$ cat config.mk
export PLATFORM = sky130hd
export DESIGN_NAME = uart_rx_frontend
export DESIGN_NICKNAME = d
export VERILOG_FILES = /design/src/rtl/uart_pkg.sv /design/src/rtl/uart_rx_fifo.sv /design/src/rtl/uart_rx_frontend.sv
export SDC_FILE = /design/constraint.sdc
export NUM_CORES = 1
export LEC_CHECK = 0
export BUFFER_PORTS_ARGS = -buffer_cell sky130_fd_sc_hd__buf_2
export CAP_MARGIN = 0
export CORE_UTILIZATION = 45
export CTS_CLUSTER_SIZE = 16
export DETAILED_ROUTE_END_ITERATION = 10
export PLACE_DENSITY = 0.76
export SLEW_MARGIN = 20
export SYNTH_ARGS = -nofsm -noshare
export SYNTH_HDL_FRONTEND = slang
export SYNTH_HIERARCHICAL = 1
export SYNTH_SLANG_ARGS = --single-unit
$ cat constraint.sdc
create_clock -name clk -period 2.2 [get_ports clk]
set_input_delay 0.22 -clock clk [delete_from_list [all_inputs] [get_ports clk]]
set_output_delay 0.22 -clock clk [all_outputs]
set_load 0.05 [all_outputs]
$ cat src/rtl/uart_pkg.sv
// uart_pkg -- shared types and helpers for the UART receive path.
//   rx_state_t : receiver FSM states
//   DATA_BITS  : payload bits per frame (8N1)
//   baud_div() : clocks per bit, rounded to nearest
package uart_pkg;

   typedef enum logic [2:0] {
      IDLE,
      START,
      DATA,
      STOP,
      BREAK
   } rx_state_t;

   localparam int DATA_BITS = 8;

   function automatic int baud_div(input int clk_hz, input int baud);
      return (clk_hz + baud / 2) / baud;
   endfunction

endpackage

$ cat src/rtl/uart_rx_fifo.sv
// uart_rx_fifo -- synchronous FIFO with a registered head output.
//   clk, rst      : clock, asynchronous active-high reset
//   push, din     : write request and data (ignored when full unless a pop
//                   happens in the same cycle)
//   pop           : remove the head entry (ignored when empty)
//   full          : all DEPTH entries occupied
//   dout, valid   : registered head entry and its occupancy flag
// DEPTH must be a power of two so the pointers wrap naturally.
module uart_rx_fifo #(
   parameter int DEPTH = 8,
   parameter int WIDTH = 8
) (
   input  logic             clk,
   input  logic             rst,
   input  logic             push,
   input  logic [WIDTH-1:0] din,
   input  logic             pop,
   output logic             full,
   output logic [WIDTH-1:0] dout,
   output logic             valid
);

   localparam int AW = $clog2(DEPTH);
   localparam int CW = AW + 1;

   logic [WIDTH-1:0] mem [DEPTH];
   logic [AW-1:0]    wr_ptr;
   logic [AW-1:0]    rd_ptr;
   logic [AW-1:0]    rd_ptr_n;
   logic [CW-1:0]    count;
   logic [CW-1:0]    count_n;
   logic             do_push;
   logic             do_pop;

   assign full = (count == CW'(DEPTH));

   always_comb begin
      do_pop   = pop && (count != '0);
      do_push  = push && (!full || do_pop);
      rd_ptr_n = rd_ptr + AW'(do_pop);
      count_n  = count + CW'(do_push) - CW'(do_pop);
   end

   always_ff @(posedge clk) begin
      if (do_push) mem[wr_ptr] <= din;
   end

   // The head register is refreshed from the next head slot every cycle; when
   // the FIFO is (or is about to be) empty the incoming word bypasses memory.
   always_ff @(posedge clk or posedge rst) begin
      if (rst) begin
         wr_ptr <= '0;
         rd_ptr <= '0;
         count  <= '0;
         dout   <= '0;
         valid  <= 1'b0;
      end else begin
         if (do_push) wr_ptr <= wr_ptr + AW'(1);
         rd_ptr <= rd_ptr_n;
         count  <= count_n;
         valid  <= (count_n != '0);
         if (count_n != '0) dout <= (count == CW'(do_pop)) ? din : mem[rd_ptr_n];
      end
   end

endmodule

$ cat src/rtl/uart_rx_frontend.sv
// uart_rx_frontend -- 8N1 serial receiver front end with valid/ready output.
//   clk        : system clock
//   RST        : asynchronous active-high reset
//   rx         : asynchronous serial input, idle high
//   rx_data    : byte at head of the receive buffer
//   rx_valid   : rx_data holds an unread byte
//   rx_ready   : consumer takes rx_data when rx_valid && rx_ready
//   frame_err  : sticky, stop bit sampled low
//   overrun    : sticky, byte completed while the buffer was full
//   err_clr    : clears both sticky flags (a simultaneous set wins)
// Build option: define UART_RX_FIFO_EN to buffer FIFO_DEPTH bytes in
// uart_rx_fifo; otherwise a single holding register is used.
//
// state | meaning
// IDLE  | line idle, waiting for rxs low
// START | timing to mid start bit, rejecting glitches
// DATA  | sampling 8 data bits at mid-bit, LSB first
// STOP  | sampling the stop bit
// BREAK | stop bit was low, waiting for the line to return high
module uart_rx_frontend
   import uart_pkg::*;
#(
   parameter int CLK_HZ     = 50_000_000,
   parameter int BAUD       = 115200,
   parameter int FIFO_DEPTH = 8
) (
   input  logic                 clk,
   input  logic                 RST,
   input  logic                 rx,
   output logic [DATA_BITS-1:0] rx_data,
   output logic                 rx_valid,
   input  logic                 rx_ready,
   output logic                 frame_err,
   output logic                 overrun,
   input  logic                 err_clr
);

   localparam int DIV = baud_div(CLK_HZ, BAUD);
   localparam int CW  = $clog2(DIV);
   localparam logic [CW-1:0] CNT_LAST = CW'(DIV - 1);
   localparam logic [CW-1:0] CNT_MID  = CW'(DIV / 2 - 1);

   if (FIFO_DEPTH < 2 || (FIFO_DEPTH & (FIFO_DEPTH - 1)) != 0) begin : g_bad_depth
      $error("FIFO_DEPTH must be a power of two and at least 2");
   end

   logic                 rx_meta;
   logic                 rxs;
   rx_state_t            state;
   logic [CW-1:0]        cnt;
   logic [2:0]           bidx;
   logic [DATA_BITS-1:0] shreg;
   logic                 byte_done;
   logic                 pop;
   logic                 buf_full;

   always_ff @(posedge clk or posedge RST) begin
      if (RST) begin
         rx_meta <= 1'b1;
         rxs     <= 1'b1;
      end else begin
         rx_meta <= rx;
         rxs     <= rx_meta;
      end
   end

   assign byte_done = (state == STOP) && (cnt == CNT_LAST) && rxs;
   assign pop       = rx_valid && rx_ready;

   always_ff @(posedge clk or posedge RST) begin
      if (RST) begin
         state     <= IDLE;
         cnt       <= '0;
         bidx      <= '0;
         shreg     <= '0;
         frame_err <= 1'b0;
      end else begin
         if (err_clr) frame_err <= 1'b0;
         case (state)
            IDLE: begin
               if (!rxs) begin
                  cnt   <= '0;
                  state <= START;
               end
            end
            START: begin
               if (cnt == CNT_MID) begin
                  if (rxs) begin
                     state <= IDLE;
                  end else begin
                     cnt   <= '0;
                     bidx  <= '0;
                     state <= DATA;
                  end
               end else begin
                  cnt <= cnt + CW'(1);
               end
            end
            DATA: begin
               if (cnt == CNT_LAST) begin
                  cnt   <= '0;
                  shreg <= {rxs, shreg[DATA_BITS-1:1]};
                  if (bidx == 3'(DATA_BITS - 1)) state <= STOP;
                  else                           bidx  <= bidx + 3'd1;
               end else begin
                  cnt <= cnt + CW'(1);
               end
            end
            STOP: begin
               if (cnt == CNT_LAST) begin
                  if (rxs) begin
                     state <= IDLE;
                  end else begin
                     frame_err <= 1'b1;
                     state     <= BREAK;
                  end
               end else begin
                  cnt <= cnt + CW'(1);
               end
            end
            BREAK: begin
               if (rxs) state <= IDLE;
            end
            default: state <= IDLE;
         endcase
      end
   end

`ifdef UART_RX_FIFO_EN
   logic fifo_full;

   uart_rx_fifo #(
      .DEPTH (FIFO_DEPTH),
      .WIDTH (DATA_BITS)
   ) u_fifo (
      .clk   (clk),
      .rst   (RST),
      .push  (byte_done),
      .din   (shreg),
      .pop   (pop),
      .full  (fifo_full),
      .dout  (rx_data),
      .valid (rx_valid)
   );

   assign buf_full = fifo_full;
`else
   always_ff @(posedge clk or posedge RST) begin
      if (RST) begin
         rx_data  <= '0;
         rx_valid <= 1'b0;
      end else if (byte_done && (!rx_valid || pop)) begin
         rx_data  <= shreg;
         rx_valid <= 1'b1;
      end else if (pop) begin
         rx_valid <= 1'b0;
      end
   end

   assign buf_full = rx_valid;
`endif

   // A pop in the same cycle frees the slot, so only an unpopped full buffer drops.
   always_ff @(posedge clk or posedge RST) begin
      if (RST)                                 overrun <= 1'b0;
      else if (byte_done && buf_full && !pop)  overrun <= 1'b1;
      else if (err_clr)                        overrun <= 1'b0;
   end

endmodule

==> results_dict.tcl, run 1 <==
set metrics [dict create \
    criticalPathCategory "reg2reg" \
    netlist_area_um2 1750 \
    dpl.cell_count 221 \
    syn_avg_cell_area_um2 12.0 \
    synth_ff_type "dfrtp_1" \
    ys_types 45 \
    timing.final.crit_period_ns 2.13 \
    end_kind "register" \
    die_x_um 64.3 \
    gp_congestion 0.887 \
    crit_start "cnt[3]" \
    r2r_cells 5 \
    synth_edf_count 0 \
    worstPathArrival_ns 2.31 \
    tightestPinTransition_ns 0.619 \
    hold_path.class "in2async" \
    fin_area_um2 2080 \
    core_area_um2 3690 \
    dpl_cell_area_um2 1990 \
    cts-root-buf "clkbuf_8" \
    hold_ws_ns 0.0167 \
    finalHoldViolCount 0 \
    worstSkewPairLatency_ns 0.29 \
    fin_crit_sh_pct 97.0 \
    grt_pass1_vias 1230 \
    leakage_nw 1.01 \
    grt_util_all_layers_pct 18.0 \
    dr.pass1.iters 4 \
    timing.fmax_mhz 469 \
    fp.dieH_um 64.3 \
    max_slew_margin_pct 58.7 \
    cts_tree "built" \
    clk_pin_slew_ns 0.07 \
    area_delta_synth_final_pct 19.0 \
    port_buffers 15 \
    r2r_start "cnt[3]" \
    cp.required_ns 2.38 \
    ff_latch_area_um2 903 \
    critPathSlowestCell "or4b_4" \
    crit_family "simple AND/OR/NAND/NOR gates" \
    diodes 0 \
    ys_ff_latch 36 \
    finClkSkew_ns 0.00713 \
    r2r-end "rx_data[7]" \
    regToRegSetupSlack_ns 0.07 \
    grt_pass1_wl_um 5630 \
    routed_wl_um 3330 \
    status "completed" \
    path_cells "or4b_4 > or4_4 > nor2b_2 > buf_6 > mux2_2" \
    initial_core_util_pct 47.4 \
    drv.max_cap_violation_count 0 \
    fin_total_pwr_mw 1.15 \
    critPathBufInv 1 \
    dieArea_um2 4140 \
    h-tree-depth 2 \
    cts_num_sinks 36 \
    grt.overflow.total 0 \
    ys_seq_area_share_pct 51.7 \
    synth_area_leaders "dfrtp_1 (49%), mux2_2 (11%), ha_1 (3.6%)" \
    async_flop_share_pct 100 \
    nets 190 \
    synth_cells 146 \
    yosysTopAreaCell "dfrtp_1" \
    path_max_fanout 8 \
    synthDominantCellAreaShare_pct 48.7 \
    ys.warnings.count 6 \
    avgViaCountPerCell 5.65 \
    fin_cells 229 \
    ant_nets 0 \
    critPathMaxStageDelay_ns 0.57 \
    pin_count 16 \
    cts_setup_buffers 0 \
    nFillCells 308 \
    vias 1293 \
    setup_viol 0 \
    antenna_found_initial 0 \
    rsz0062_at_grt "false" \
    multi_input_area_um2 788 \
    drive_gt1_share_pct 37.6 \
    rows 22 \
    dp_hpwl_um 2420 \
    drt_iter0_markers 66 \
    clock_path_buffers 2 \
    ir_worst_vdd_uv 301 \
    grt_max_degree 37 \
    cts_made_buffers 5 \
    power_density_nw_per_um2 551 \
    drc 0 \
    wl_per_cell_um 14.5 \
    drv_slew 0 \
    syn_nets 156 \
    start_kind "register" \
    final.setup.tns_ns 0 \
]
power by group:
group          switching, mW  internal [mW]  total (mW)  leakage (nW)
Clock                  0.238          0.220       0.458        0.0479
Sequential           0.00260          0.665       0.668         0.481
Combinational         0.0149        0.00550      0.0204         0.486
Total                  0.255          0.891        1.15          1.01
tightest hold or removal path, stage by stage:
cell and delay [ns]:
buf_2 0.09, inv_1 0.04, buf_4 0.38
flip-flops by register name, summed over array words and instances (netlist names):
register   flops
rx_data        8
bidx           3
state          3
shreg          8
rx_valid       1
rxs            1
rx_meta        1
frame_err      1
overrun        1
cnt            9
repair_timing:
item,CTS,global route
endpoints found under the setup margin,0,1
resized for setup,0,1
hold buffers,0,0
synthesized netlist by cell type (all sizes together) (2+ instances only):
library cell and number:
a21o 2, mux2i 2, a21oi 4, nand2 9, o21ai 5, inv 10
nand3 4, or2b 2, a211oi 3, a221o 2, nor3 3, nor2 2
clkbuf 2, ha 5, xnor2 2, o211ai 2, or3b 2, nor2b 2
a22o 4, dfstp 2, dfrtp 34, o22ai 3, or3 4, mux2 17
nand4b 2, a311o 2, or4 2, a221oi 2
cell type report:
cell class	instances	share of cell area [%]
well taps	48	2.89
clock inverters	3	0.902
repair buffers	30	9.80
clock buffers	5	3.31
flip-flops and latches	36	43.4
inverters	10	1.80
multi-input cells	97	37.9
kinds of logic (layout without fill, tap and decap cells):
kind of cell,after synthesis,after routing,share of synthesized area (%)
adder cells (fa/ha/maj),5,5,3.58
AO/OA/AOI/OAI,33,33,14.2
flip-flops,36,36,51.7
buffers and inverters,13,48,3.22
multiplexers,19,19,12.1
XOR/XNOR,2,2,1.00
AND/OR/NAND/NOR,38,38,14.2
through the flow:
stage,utilization [%],worst slack (ns)
after global placement,53.9,0.105
after CTS,56.3,0.0447
final,56.4,0.0661
after global routing,56.4,0.0120
after floorplan,-,0.0674
after detailed placement,53.9,0.0441
cell usage in the layout, fill, tap and decap left out, drive strengths merged, types with 3 or more instances in the layout:
master and n:
buf 30, o22ai 3, clkinv 3, nand3 4, a21oi 4, clkbuf 5
a211oi 3, inv 10, or3 4, a22o 4, dfrtp 34, mux2 17
ha 5, nand2 9, nor3 3, o21ai 5
how the worst max path moves through the flow:
stage | to | slack [ns] | cells after the start
2_1_floorplan | shreg[0] | 0.07 | 4
3_3_place_gp | rx_data[5] | 0.10 | 5
6_report | rx_data[7] | 0.07 | 5
3_5_place_dp | rx_data[7] | 0.04 | 5
5_1_grt | rx_data[7] | 0.01 | 5
4_1_cts | rx_data[7] | 0.04 | 5
layer usage:
| layer | vias to the layer above | wire length [um] | track usage [%] |
|---|---|---|---|
| met3 | 7 | 188 | 4.82 |
| met5 | - | 0 | 0 |
| li1 | 613 | - | - |
| met4 | 0 | 59 | 8.06 |
| met2 | 36 | 1710 | 30.1 |
| met1 | 637 | 1370 | 21.5 |
Note: power is estimated with default switching activity, not from simulation.
==> run 2, diff against run 1 <==
ABC_AREA = 1   (was unset)
PLACE_DENSITY = 0.73   (was 0.76)
clock period = 2.6 ns   (was 2.2 ns; I/O delays follow)
==> run 2 against run 1 <==
Compared with the run above:
- first-iteration DRC count rose by 23%
- area after synthesis up 9.7%
- clock power grew 6.8%
- sequential share of layout area shrank 1.7 points
- combinational power barely moved
- total power decreased by 6.4%
- count of clock-buffer cells in the layout stayed put
- final cell count up 31%
- non-clock buffer count decreased by 13
- largest power group unchanged
- critical path depth up 4
- wire length up 2.1%
==> results_dict.tcl, run 2 <==
set metrics [dict create \
    status "completed" \
    path_max_fanout 16 \
    synthDominantCellAreaShare_pct 44.4 \
    ys.warnings.count 6 \
    final_common_cell "nand2_1" \
    worstPathArrival_ns 1.80 \
    ir_worst_vdd_uv 242 \
    avgViaCountPerCell 4.89 \
    final.setup.tns_ns 0 \
    critPathMostFrequentCell "nand2_1" \
    synth_ff_type "dfrtp_1" \
    hold_path.class "in2reg" \
    grt_pass1_vias 1298 \
    drv_slew 0 \
    cts_tree "built" \
    p_sw_share_pct 20.6 \
    wl_per_cell_um 11.4 \
    largest_reg_flops 9 \
    synth_area_leaders "dfrtp_1 (44%), nand2_1 (13%), o21ai_2 (7.3%)" \
    power_density_nw_per_um2 496 \
    synth_edf_count 0 \
    drt_iter0_markers 81 \
    worstSkewPairLatency_ns 0.29 \
    cts_setup_buffers 0 \
    critPathMaxStageDelay_ns 0.41 \
    dpl.cell_count 291 \
    leakage_nw 1.14 \
    drv.max_cap_violation_count 0 \
    finalHoldViolCount 0 \
    tightestPinTransition_ns 0.807 \
    ys_ff_latch 36 \
    nFillCells 370 \
    yosysTopAreaCell "dfrtp_1" \
    timing.final.crit_period_ns 1.62 \
    synth_most_common_cell "nand2_1" \
    pin_count 16 \
    setup_viol 0 \
    syn_avg_cell_area_um2 8.49 \
    timing.fmax_mhz 618 \
    port_buffers 15 \
    die_x_um 67.3 \
    path_cells "inv_1 > ha_1 > nand2_1 > clkinv_1 > nand2_2 > nor2_8 > nand4_4 > nand2_1 > o21ai_2" \
    vias 1463 \
    rows 23 \
    nets 258 \
    critPathSlowestCell "dfrtp_1" \
    drive_gt1_share_pct 24.5 \
    seqPwrFrac_pct 52.6 \
    reg_top3 "cnt: 9 flops, rx_data: 8 flops, shreg: 8 flops" \
    grt_max_degree 22 \
    cts_made_buffers 5 \
    top_register "cnt" \
    finClkSkew_ns 0.00436 \
    syn_nets 236 \
    max_slew_margin_pct 46.2 \
    ant_nets 0 \
    area_delta_synth_final_pct 12.8 \
    synth_cells 226 \
    antenna_found_initial 0 \
    initial_core_util_pct 47.3 \
    critPathBufInv 2 \
    final_cell_mix "nand2_1 (67), dfrtp_1 (34), inv_1 (30), nor2_1 (16), o21ai_2 (16)" \
    fin_crit_sh_pct 62.2 \
    cts_num_sinks 36 \
    cts-root-buf "clkbuf_8" \
    gp_congestion 0.824 \
    power_frac_clock_pct 45.5 \
    switchingPower_mw 0.222 \
    grt_util_all_layers_pct 17.5 \
    final_util_pct 53.3 \
    ys_seq_area_share_pct 47.1 \
    start_kind "register" \
    routed_wl_um 3400 \
    synth_commonest_cells "nand2_1 (67), dfrtp_1 (34), inv_1 (30), nor2_1 (16), o21ai_2 (16)" \
    criticalPathCategory "reg2reg" \
    cp.required_ns 2.78 \
    hold_buffers 0 \
    dieArea_um2 4530 \
    dp_hpwl_um 2500 \
    dr.pass1.iters 5 \
    ctsResizeCount 0 \
    grt.overflow.total 0 \
    end_kind "register" \
    fp.dieH_um 67.3 \
    fin_cells 299 \
    core_area_um2 4060 \
    netlist_area_um2 1920 \
    ys_types 29 \
    p_comb_share_pct 1.9 \
    async_flop_share_pct 100 \
    drc 0 \
    crit_family "simple AND/OR/NAND/NOR gates" \
    p_int_mw 0.851 \
    h-tree-depth 2 \
    rsz0062_at_grt "false" \
    diodes 0 \
    grt_pass1_wl_um 5760 \
    clk_pin_slew_ns 0.07 \
    clock_path_buffers 2 \
]
## run 2: cell count changes in the layout (fill, tap and decap cells not counted), sizes merged, moves of 13 or more
cell,before,now
inv,10,32
nand2,9,75
mux2,17,0
buf,30,17
nor2,2,20
o21ai,5,22
nand3,4,17
## run 2: worst paths after layout
path	from	endpoint	slack (ns)	depth (start not counted)
worst max-delay path	cnt[1]	rx_data[2]	0.98	9
worst min-delay path	rx	rx_meta	0.06	1
worst max register to register	cnt[1]	rx_data[2]	0.98	9
worst min register to register	rx_meta	rxs	0.36	0
max in group asynchronous	RST	rx_meta	1.79	3
min in group asynchronous	RST	state[0]	0.11	2
## run 2: cell families (layout without fill, tap and decap cells)
| family | after synthesis | in the layout | synth area share (%) |
|---|---|---|---|
| buf+inv | 36 | 59 | 7.70 |
| xor+xnor | 5 | 5 | 2.28 |
| fa+ha+maj | 5 | 5 | 3.26 |
| compound gates | 26 | 26 | 10.0 |
| simple gates | 118 | 118 | 29.6 |
| flops | 36 | 36 | 47.1 |
## run 2: per-layer routing
layer / share of wire [%] / GRT usage [%] / vias to the layer above
li1: - / - / 750
met2: 43 / 25.4 / 27
met1: 50 / 23.6 / 680
met3: 4.0 / 5.07 / 6
met4: 2.2 / 8.78 / 0
met5: 0 / 0 / -
## run 2: layout make-up
type | instances | area [um^2] | share of cell area (%)
Clock buffer | 5 | 68.8 | 3.18
Inverter | 34 | 129 | 5.96
Sequential cell | 36 | 903 | 41.8
Clock inverter | 3 | 42.5 | 1.97
Multi-Input combinational cell | 154 | 867 | 40.1
Timing Repair Buffer | 17 | 90.1 | 4.16
Tap cell | 50 | 62.6 | 2.89
## run 2: power groups by stage
stage                     clock network (mW)  logic, mW  registers [mW]
after CTS                              0.504     0.0214           0.564
after floorplan                            0     0.0115           0.575
after detailed placement                   0     0.0214           0.575
after global placement                     0     0.0209           0.575
after global routing                   0.528     0.0241           0.564
final                                  0.489     0.0202           0.564
## run 2: through the flow
step | power [mW] | worst slack (ns) | hold slack [ns] | cell area (um^2)
after floorplan | 0.586 | 1.15 | 0.264 | 1920
after global placement | 0.596 | 1.04 | 0.346 | 2050
after detailed placement | 0.596 | 0.980 | 0.347 | 2050
after CTS | 1.09 | 0.973 | 0.0506 | 2160
after global routing | 1.12 | 0.830 | 0.0432 | 2160
final | 1.07 | 0.983 | 0.0610 | 2160
